<file path="src/rtl/nf5_mem_arb_pkg.sv">
// Shared types and constants for the nf5 memory port arbiter.
package nf5_mem_arb_pkg;

  typedef enum logic {IDLE = 1'b0, BUSY = 1'b1} state_e;
  typedef enum logic {SRC_IF = 1'b0, SRC_D = 1'b1} grant_src_e;

  localparam int         MEM_LAT_MAX = 4;
  localparam logic [3:0] BE_FULL     = 4'hF;

endpackage

</file>
<file path="src/rtl/nf5_mem_arb_resp_track.sv">
// Tracks in-flight accesses through the fixed memory latency, captures read
// data and raises the one-cycle response pulse on the port that issued it.
module nf5_mem_arb_resp_track
  import nf5_mem_arb_pkg::*;
#(
  parameter int DATA_W  = 32,
  parameter int MEM_LAT = 1
) (
  input  logic              clk,
  input  logic              rst,
  input  logic              issue,
  input  grant_src_e        issue_src,
  input  logic              issue_we,
  input  logic [DATA_W-1:0] mem_rdata,
  output logic              if_resp_valid,
  output logic [DATA_W-1:0] if_resp_data,
  output logic              d_resp_valid,
  output logic [DATA_W-1:0] d_resp_data
);

  logic cur_vld;
  logic cur_src_d;
  logic cur_we;

  // The access whose read data is on mem_rdata this cycle is either the one
  // being issued now (single-cycle memory) or the oldest pipeline entry.
  if (MEM_LAT == 1) begin : g_lat1
    assign cur_vld   = issue;
    assign cur_src_d = (issue_src == SRC_D);
    assign cur_we    = issue_we;
  end else begin : g_sr
    logic [MEM_LAT-2:0] vld_sr;
    logic [MEM_LAT-2:0] src_sr;
    logic [MEM_LAT-2:0] we_sr;

    // Latency shift register: valid, source tag and store flag per access.
    always_ff @(posedge clk or posedge rst) begin
      if (rst) begin
        vld_sr <= '0;
        src_sr <= '0;
        we_sr  <= '0;
      end else begin
        vld_sr[0] <= issue;
        src_sr[0] <= (issue_src == SRC_D);
        we_sr[0]  <= issue_we;
        for (int i = 1; i < MEM_LAT - 1; i++) begin
          vld_sr[i] <= vld_sr[i-1];
          src_sr[i] <= src_sr[i-1];
          we_sr[i]  <= we_sr[i-1];
        end
      end
    end

    assign cur_vld   = vld_sr[MEM_LAT-2];
    assign cur_src_d = src_sr[MEM_LAT-2];
    assign cur_we    = we_sr[MEM_LAT-2];
  end

  // Response pulse and data capture; stores acknowledge with zero data.
  always_ff @(posedge clk or posedge rst) begin
    if (rst) begin
      if_resp_valid <= 1'b0;
      if_resp_data  <= {DATA_W{1'b0}};
      d_resp_valid  <= 1'b0;
      d_resp_data   <= {DATA_W{1'b0}};
    end else begin
      if_resp_valid <= cur_vld && !cur_src_d;
      d_resp_valid  <= cur_vld && cur_src_d;
      if (cur_vld && !cur_src_d) begin
        if_resp_data <= mem_rdata;
      end
      if (cur_vld && cur_src_d) begin
        d_resp_data <= cur_we ? {DATA_W{1'b0}} : mem_rdata;
      end
    end
  end

endmodule

</file>
<file path="src/rtl/nf5_mem_port_arbiter.sv">
// Arbitrates the fetch and load/store ports onto one fixed-latency memory.
// Define NF5_MEM_ARB_PERF_EN to add grant/conflict performance counters.
module nf5_mem_port_arbiter
  import nf5_mem_arb_pkg::*;
#(
  parameter int ADDR_W     = 32,
  parameter int DATA_W     = 32,
  parameter int MEM_LAT    = 1,
  parameter int STARVE_MAX = 4
) (
  input  logic              clk,
  input  logic              rst,
  input  logic              if_req_valid,
  input  logic [ADDR_W-1:0] if_req_addr,
  output logic              if_req_ready,
  output logic              if_resp_valid,
  output logic [DATA_W-1:0] if_resp_data,
  input  logic              d_req_valid,
  input  logic              d_req_we,
  input  logic [3:0]        d_req_be,
  input  logic [ADDR_W-1:0] d_req_addr,
  input  logic [DATA_W-1:0] d_req_wdata,
  output logic              d_req_ready,
  output logic              d_resp_valid,
  output logic [DATA_W-1:0] d_resp_data,
  output logic              mem_en,
  output logic              mem_we,
  output logic [3:0]        mem_be,
  output logic [ADDR_W-3:0] mem_addr,
  output logic [DATA_W-1:0] mem_wdata,
  input  logic [DATA_W-1:0] mem_rdata
`ifdef NF5_MEM_ARB_PERF_EN
  ,
  output logic [31:0]       perf_if_grants,
  output logic [31:0]       perf_d_grants,
  output logic [31:0]       perf_conflicts
`endif
);

  localparam logic [7:0] STARVE_LIM = 8'(STARVE_MAX);
  localparam logic [1:0] LAT_INIT   = 2'(MEM_LAT - 1);

  state_e     state;
  logic [1:0] lat_cnt;
  logic [7:0] starve_cnt;
  logic       can_issue;
  logic       grant_d;
  logic       grant_if;
  logic       issue;
  logic       unused_lsbs;

  assign unused_lsbs = ^{if_req_addr[1:0], d_req_addr[1:0]};

  // Data has priority until fetch has waited STARVE_MAX data grants.
  assign can_issue    = (state == IDLE) && !rst;
  assign grant_d      = can_issue && d_req_valid &&
                        (!if_req_valid || (starve_cnt != STARVE_LIM));
  assign grant_if     = can_issue && if_req_valid && !grant_d;
  assign issue        = grant_d || grant_if;
  assign if_req_ready = grant_if;
  assign d_req_ready  = grant_d;

  // Memory strobe and command are driven straight from the winner.
  always_comb begin
    mem_en    = issue;
    mem_we    = 1'b0;
    mem_be    = 4'h0;
    mem_addr  = {(ADDR_W-2){1'b0}};
    mem_wdata = {DATA_W{1'b0}};
    if (grant_d) begin
      mem_we    = d_req_we;
      mem_be    = d_req_be;
      mem_addr  = d_req_addr[ADDR_W-1:2];
      mem_wdata = d_req_wdata;
    end else if (grant_if) begin
      mem_be    = BE_FULL;
      mem_addr  = if_req_addr[ADDR_W-1:2];
    end else begin
      mem_en    = 1'b0;
    end
  end

  // Occupancy FSM: BUSY covers the cycles between issue and response.
  always_ff @(posedge clk or posedge rst) begin
    if (rst) begin
      state   <= IDLE;
      lat_cnt <= 2'd0;
    end else begin
      case (state)
        IDLE: begin
          if (issue && (MEM_LAT > 1)) begin
            state   <= BUSY;
            lat_cnt <= LAT_INIT;
          end
        end
        BUSY: begin
          if (lat_cnt == 2'd1) begin
            state <= IDLE;
          end
          lat_cnt <= lat_cnt - 2'd1;
        end
        default: begin
          state   <= IDLE;
          lat_cnt <= 2'd0;
        end
      endcase
    end
  end

  // Starvation counter: data grants taken while fetch is waiting.
  always_ff @(posedge clk or posedge rst) begin
    if (rst) begin
      starve_cnt <= 8'd0;
    end else if (!if_req_valid || grant_if) begin
      starve_cnt <= 8'd0;
    end else if (grant_d && (starve_cnt != STARVE_LIM)) begin
      starve_cnt <= starve_cnt + 8'd1;
    end
  end

  nf5_mem_arb_resp_track #(
    .DATA_W  (DATA_W),
    .MEM_LAT (MEM_LAT)
  ) u_resp_track (
    .clk           (clk),
    .rst           (rst),
    .issue         (issue),
    .issue_src     (grant_d ? SRC_D : SRC_IF),
    .issue_we      (grant_d && d_req_we),
    .mem_rdata     (mem_rdata),
    .if_resp_valid (if_resp_valid),
    .if_resp_data  (if_resp_data),
    .d_resp_valid  (d_resp_valid),
    .d_resp_data   (d_resp_data)
  );

`ifdef NF5_MEM_ARB_PERF_EN
  // Free-running event counters, wrapping at 2^32.
  always_ff @(posedge clk or posedge rst) begin
    if (rst) begin
      perf_if_grants <= 32'd0;
      perf_d_grants  <= 32'd0;
      perf_conflicts <= 32'd0;
    end else begin
      if (grant_if) begin
        perf_if_grants <= perf_if_grants + 32'd1;
      end
      if (grant_d) begin
        perf_d_grants <= perf_d_grants + 32'd1;
      end
      if (if_req_valid && d_req_valid) begin
        perf_conflicts <= perf_conflicts + 32'd1;
      end
    end
  end
`endif

endmodule

</file>
<file path="config.mk">
export PLATFORM = sky130hd
export DESIGN_NAME = nf5_mem_port_arbiter
export DESIGN_NICKNAME = d
export VERILOG_FILES = /design/src/rtl/nf5_mem_arb_pkg.sv /design/src/rtl/nf5_mem_arb_resp_track.sv /design/src/rtl/nf5_mem_port_arbiter.sv
export SDC_FILE = /design/constraint.sdc
export NUM_CORES = 1
export LEC_CHECK = 0
export BUFFER_PORTS_ARGS = -buffer_cell sky130_fd_sc_hd__buf_2
export CAP_MARGIN = 20
export CORE_AREA = 2 2 107 109
export CTS_BUF_LIST = sky130_fd_sc_hd__clkbuf_8
export DETAILED_ROUTE_END_ITERATION = 8
export DIE_AREA = 0 0 109 111
export MAX_ROUTING_LAYER = met4
export PLACE_DENSITY_LB_ADDON = 0.15
export SLEW_MARGIN = 40
export SYNTH_ARGS = -nofsm -noshare
export SYNTH_HDL_FRONTEND = slang
export SYNTH_SLANG_ARGS = --single-unit
</file>
<file path="constraint.sdc">
create_clock -name clk -period 3.14 [get_ports clk]
set_input_delay 0.471 -clock clk [delete_from_list [all_inputs] [get_ports clk]]
set_output_delay 0.471 -clock clk [all_outputs]
set_load 0.02 [all_outputs]
</file>
Yosys cells after proc, flatten, opt, wreduce, memory -nomap -nowiden
Cells that the tools add are included.
{ "totals": {"ff_bits": 77, "output_inout_bits": 136, "wordCells": 43} }
{ "op_classes": {"n_addsub": 2, "eq_ne": 2, "n_mux": 14, "n_bitwise": 1, "reduce_logical": 17} }
{ "ops": {"columns": ["operator", "n"], "rows": [
  ["2-to-1 mux 32 bit", 2],
  ["2-to-1 mux 30 bit", 2],
  ["2-to-1 mux 8 bit", 2],
  ["logical AND 1 bit", 9],
  ["adder 8 x 1 -> 8 bit, second input constant", 1],
  ["2-to-1 mux 4 bit", 2],
  ["!= test 8 x 3 -> 1 bit, second input constant", 1],
  ["2-to-1 mux 1 bit", 6],
  ["logical NOT 1 bit", 4],
  ["logical OR 1 bit", 3],
  ["== test 2 x 1 -> 1 bit, second input constant", 1],
  ["nonzero test 2 bit", 1],
  ["subtractor 2 x 1 -> 2 bit, second input constant", 1],
  ["inverter 1 bit", 1]
]} }

Depth between registers and ports, before layout
{ "depth": {"depth_word": 9, "depth_mapped": 10, "depth_no_buf": 7} }

Cells and area by module
From an unflattened synthesis, not the netlist that was laid out.
{ "hier_totals": {"cells_unflattened": 379, "hier_area_um2": 4136.5} }
{ "by_module_without_submodules": {"columns": ["mod", "instances", "cells_each", "area_per_inst_um2", "seq_area_each_um2"], "rows": [
  ["nf5_mem_arb_resp_track", 1, 177, 2841.5, 1651.6],
  ["nf5_mem_port_arbiter", 1, 202, 1295.0, 275.3]
]} }

Worst setup path before layout
OpenSTA, ideal clock, no wires.
{ "synth_path": {"path_type": "register to output", "from": "reg starve_cnt[0]", "to": "out mem_addr[20]", "arrival_ps": 1852, "setup_slack_ps": 817, "stages_incl_launch_ff": 8, "path_cell_list": "dfrtp_1 -> inv_1 -> ha_1 -> nor4b_2 -> nand3_1 -> a21oi_4 -> buf_2 -> a22o_1"} }
{ "synth_between": {"elab_chain_cells": 7} }
{ "synth_lines": {"columns": ["item", "line_no", "source"], "rows": [
  ["from (decl)", "nf5_mem_port_arbiter.sv:45", "logic [7:0] starve_cnt;"],
  ["from (signal assigned)", "nf5_mem_port_arbiter.sv:117", "starve_cnt <= starve_cnt + 8'd1;"],
  ["!= test 8 x 3 -> 1 bit", "nf5_mem_port_arbiter.sv:57", "(!if_req_valid || (starve_cnt != STARVE_LIM));"],
  ["logical OR 1 bit", "nf5_mem_port_arbiter.sv:57", null],
  ["logical AND 1 bit", "nf5_mem_port_arbiter.sv:56", "assign grant_d = can_issue && d_req_valid &&"],
  ["logical NOT 1 bit", "nf5_mem_port_arbiter.sv:58", "assign grant_if = can_issue && if_req_valid && !grant_d;"],
  ["logical AND 1 bit", "nf5_mem_port_arbiter.sv:58", null],
  ["via if_req_ready", "nf5_mem_port_arbiter.sv:15", "output logic if_req_ready,"],
  ["2-to-1 mux 30 bit", "nf5_mem_port_arbiter.sv:75", "end else if (grant_if) begin"],
  ["2-to-1 mux 30 bit", "nf5_mem_port_arbiter.sv:70", "if (grant_d) begin"],
  ["to (decl)", "nf5_mem_port_arbiter.sv:29", "output logic [ADDR_W-3:0] mem_addr,"]
]} }
The timed path passes the listed nets, and every way through them passes these cells.

Worst setup path after layout
{ "layout_path": {"from": "reg starve_cnt[0]", "to": "out mem_addr[17]"} }
{ "layout_between": {"elab_chain_cells": 7} }
{ "layout_lines": {"columns": ["item", "line_no"], "rows": [
  ["!= test 8 x 3 -> 1 bit (*)", "nf5_mem_port_arbiter.sv:57"],
  ["logical OR 1 bit (*)", "nf5_mem_port_arbiter.sv:57"],
  ["logical AND 1 bit (*)", "nf5_mem_port_arbiter.sv:56"],
  ["logical NOT 1 bit", "nf5_mem_port_arbiter.sv:58"],
  ["logical AND 1 bit", "nf5_mem_port_arbiter.sv:58"],
  ["2-to-1 mux 30 bit", "nf5_mem_port_arbiter.sv:75"],
  ["2-to-1 mux 30 bit (*)", "nf5_mem_port_arbiter.sv:70"]
]} }
Mark *: on every way between the ends. The rest lies on a longest branch, timed or not.

==> results.sh <==
export IMPL_slew_headroom=0.656
export IMPL_avgViaCountPerCell=4.71
export IMPL_core_area_sq_mm=0.0111
export IMPL_ys_warn_count=0
export IMPL_clock_path_buffers=2
export IMPL_synth_main_ff_cell="dfrtp_1"
export IMPL_cts_setup_buffers=0
export IMPL_skew_ns=0.00992
export IMPL_gr_usage_all_layers=0.216
export IMPL_p_total_mw=2.68
export IMPL_insertion_delay_ns=0.35
export IMPL_antenna_found_initial=1
export IMPL_drt_iter0_markers=143
export IMPL_die_x_microns=109
export IMPL_setup_tns_ns=0
export IMPL_critPathLaunchType="flip-flop"
export IMPL_fmax_mhz=349
export IMPL_start_util=0.342
export IMPL_grt_max_degree=72
export IMPL_wirelength_microns=12400
export IMPL_die_area_sq_mm=0.0121
export IMPL_rows=39
export IMPL_powerDensity_mw_per_mm2=493
export IMPL_clk_pin_slew_ns=0.08
export IMPL_drv_slew=0
export IMPL_min_path_type="in2async"
export IMPL_status="finished clean"
export IMPL_numCtsBuffers=9
export IMPL_synth_cells=352
export IMPL_port_buffers=268
export IMPL_dp_cells=746
export IMPL_dr_wl_met3_microns=913
export IMPL_path_max_fanout=71
export IMPL_worstMarginPinSlew_ns=0.510
export IMPL_grt_pass1_vias=3615
export IMPL_endpoint_kind="primary output"
export IMPL_synth_edff_count=0
export IMPL_cts_resized=0
export IMPL_yosysSeqAreaShare=0.508
export IMPL_route_top_layer_used="met4"
export IMPL_r2r_setup_slack_ns=0.72
export IMPL_dp_hpwl_microns=9500
export IMPL_cts_tree="done"
export IMPL_drcViolationCount=0
export IMPL_wl_met2_microns=5870
export IMPL_worst_endpoint_arrival_ns=2.40
export IMPL_synth_area_top_cells="dfrtp_1 (51%), mux2_1 (8.6%), nand2_1 (7.0%), a22o_1 (6.9%), nand3b_1 (6.3%)"
export IMPL_ioPinCount=273
export IMPL_fin_crit_sh=0.913
export IMPL_ant_nets=0
export IMPL_area_growth_pct=43.3
export IMPL_cp_required_ns=2.67
export IMPL_die_y_microns=111
export IMPL_final_hold_viol_count=0
export IMPL_path_class="reg2out"
export IMPL_synth_fp_nets=492
export IMPL_post_route_util=0.490
export IMPL_dr_total_vias=3594
export IMPL_vdd_drop_max_mv=0.261
export IMPL_root_buffer="clkbuf_8"
export IMPL_rsz0062_at_grt="false"
export IMPL_setup_viol=0
export IMPL_ctsHoldBuffers=0
export IMPL_clock_sinks=77
export IMPL_holdWs_ns=0.157
export IMPL_synth_cell_type_count=34
export IMPL_fin_crit_ns=2.87
export IMPL_drive_above_1_share=0.485
export IMPL_final_cells=763
export IMPL_p_leak_nw=3.05
export IMPL_syn_area_sq_mm=0.00379
export IMPL_avgSynthCellArea_sq_um=10.8
export IMPL_cts_htree_levels=3
export IMPL_grt_pass1_wl_microns=19400
export IMPL_grt_overflow_total=0
export IMPL_wl_per_cell_microns=16.2
export IMPL_drv_cap=0
export IMPL_ys_ff_latch=77
export IMPL_dr_pass1_iters=4
export IMPL_gp_congestion=0.784
export IMPL_synthArstFlopShare=1.00
export IMPL_synth_top_area_frac=0.508
export IMPL_finalNetCount=754
export IMPL_yosysTopAreaCell="dfrtp_1"
export IMPL_wl_met1_microns=5470
==> stage by stage <==
| stage | instance area (sq um) | worst slack, ns |
|---|---|---|
| after global routing | 5430 | 0.0828 |
| after floorplan | 3790 | 0.702 |
| final | 5430 | 0.273 |
| after global placement | 5220 | 0.636 |
| after detailed placement | 5220 | 0.634 |
| after CTS | 5430 | 0.258 |
==> worst max-delay path: stages (launching register included) <==
cell	delay [ns]
dfrtp_1	0.43
inv_1	0.08
ha_1	0.13
nor4b_2	0.28
a41o_1	0.26
clkinv_2	0.15
buf_12	0.22
a22o_1	0.28
buf_2	0.16
==> sequential cells by signal, summed over array words and instances, names as in the netlist <==
signal / count
u_resp_track.d_resp_data: 32
u_resp_track.if_resp_valid: 1
u_resp_track.if_resp_data: 32
lat_cnt: 2
starve_cnt: 8
u_resp_track.d_resp_valid: 1
state: 1
==> Yosys cell counts, drive strengths merged (2+ instances only) <==
library cell	number
nor3b	2
nand2	71
a21o	2
clkbuf	9
nand3	4
buf	16
nor2	3
a22o	30
o21a	6
or3b	2
mux2	32
inv	6
nor2b	2
xor2	3
nor3	2
ha	3
nand3b	32
o21ai	8
dfrtp	77
and2	33
==> cell usage in the layout, fill, tap and decap left out, types with 4 or more instances in the layout <==
cell type and n:
nand2_1 71, buf_2 268, mux2_1 29, dfrtp_1 77
nand3b_1 32, inv_1 5, o21a_1 6, buf_4 7
nand3_1 4, o21ai_0 8, and2_1 33, clkbuf_8 10
a22o_1 30
==> routing by layer <==
layer	GRT usage	vias up
met5	-	-
met4	0.0436	0
met3	0.0711	7
met2	0.326	134
met1	0.284	1724
li1	-	1729
==> report_power, final <==
part | switching, mW | total (mW) | internal [mW] | leakage [nW]
Sequential | 0.0606 | 1.17 | 1.11 | 0.976
Combinational | 0.443 | 0.722 | 0.278 | 1.97
Clock | 0.389 | 0.784 | 0.394 | 0.0991
==> final cells by class <==
class | count | area [sq um]
Antenna cell | 1 | 2.50
Clock buffer | 10 | 138
Clock inverter | 6 | 71.3
Fill cell | 1081 | 5640
Inverter | 7 | 32.5
Multi-Input combinational cell | 243 | 1670
Sequential cell | 77 | 1930
Tap cell | 143 | 179
Timing Repair Buffer | 276 | 1410
==> final timing paths <==
path	endpoint	from	cells past startpoint
max in group asynchronous	u_resp_track.if_resp_data[30]	rst	3
min in group clk	u_resp_track.if_resp_data[10]	mem_rdata[10]	2
max reg2reg	u_resp_track.if_resp_data[27]	starve_cnt[0]	8
max	mem_addr[17]	starve_cnt[0]	8
min	u_resp_track.if_resp_valid	rst	2
min reg2reg	u_resp_track.d_resp_data[23]	u_resp_track.d_resp_data[23]	2
==> logic make-up after synthesis <==
| family | Yosys count | synth area share |
|---|---|---|
| adder cells (fa/ha/maj) | 3 | 0.00990 |
| AND/OR/NAND/NOR | 153 | 0.217 |
| AO/OA/AOI/OAI | 51 | 0.109 |
| buffers and inverters | 32 | 0.0515 |
| XOR/XNOR | 4 | 0.00924 |
| multiplexers | 32 | 0.0950 |
| flip-flops | 77 | 0.508 |
(Power assumes the default switching activity.)
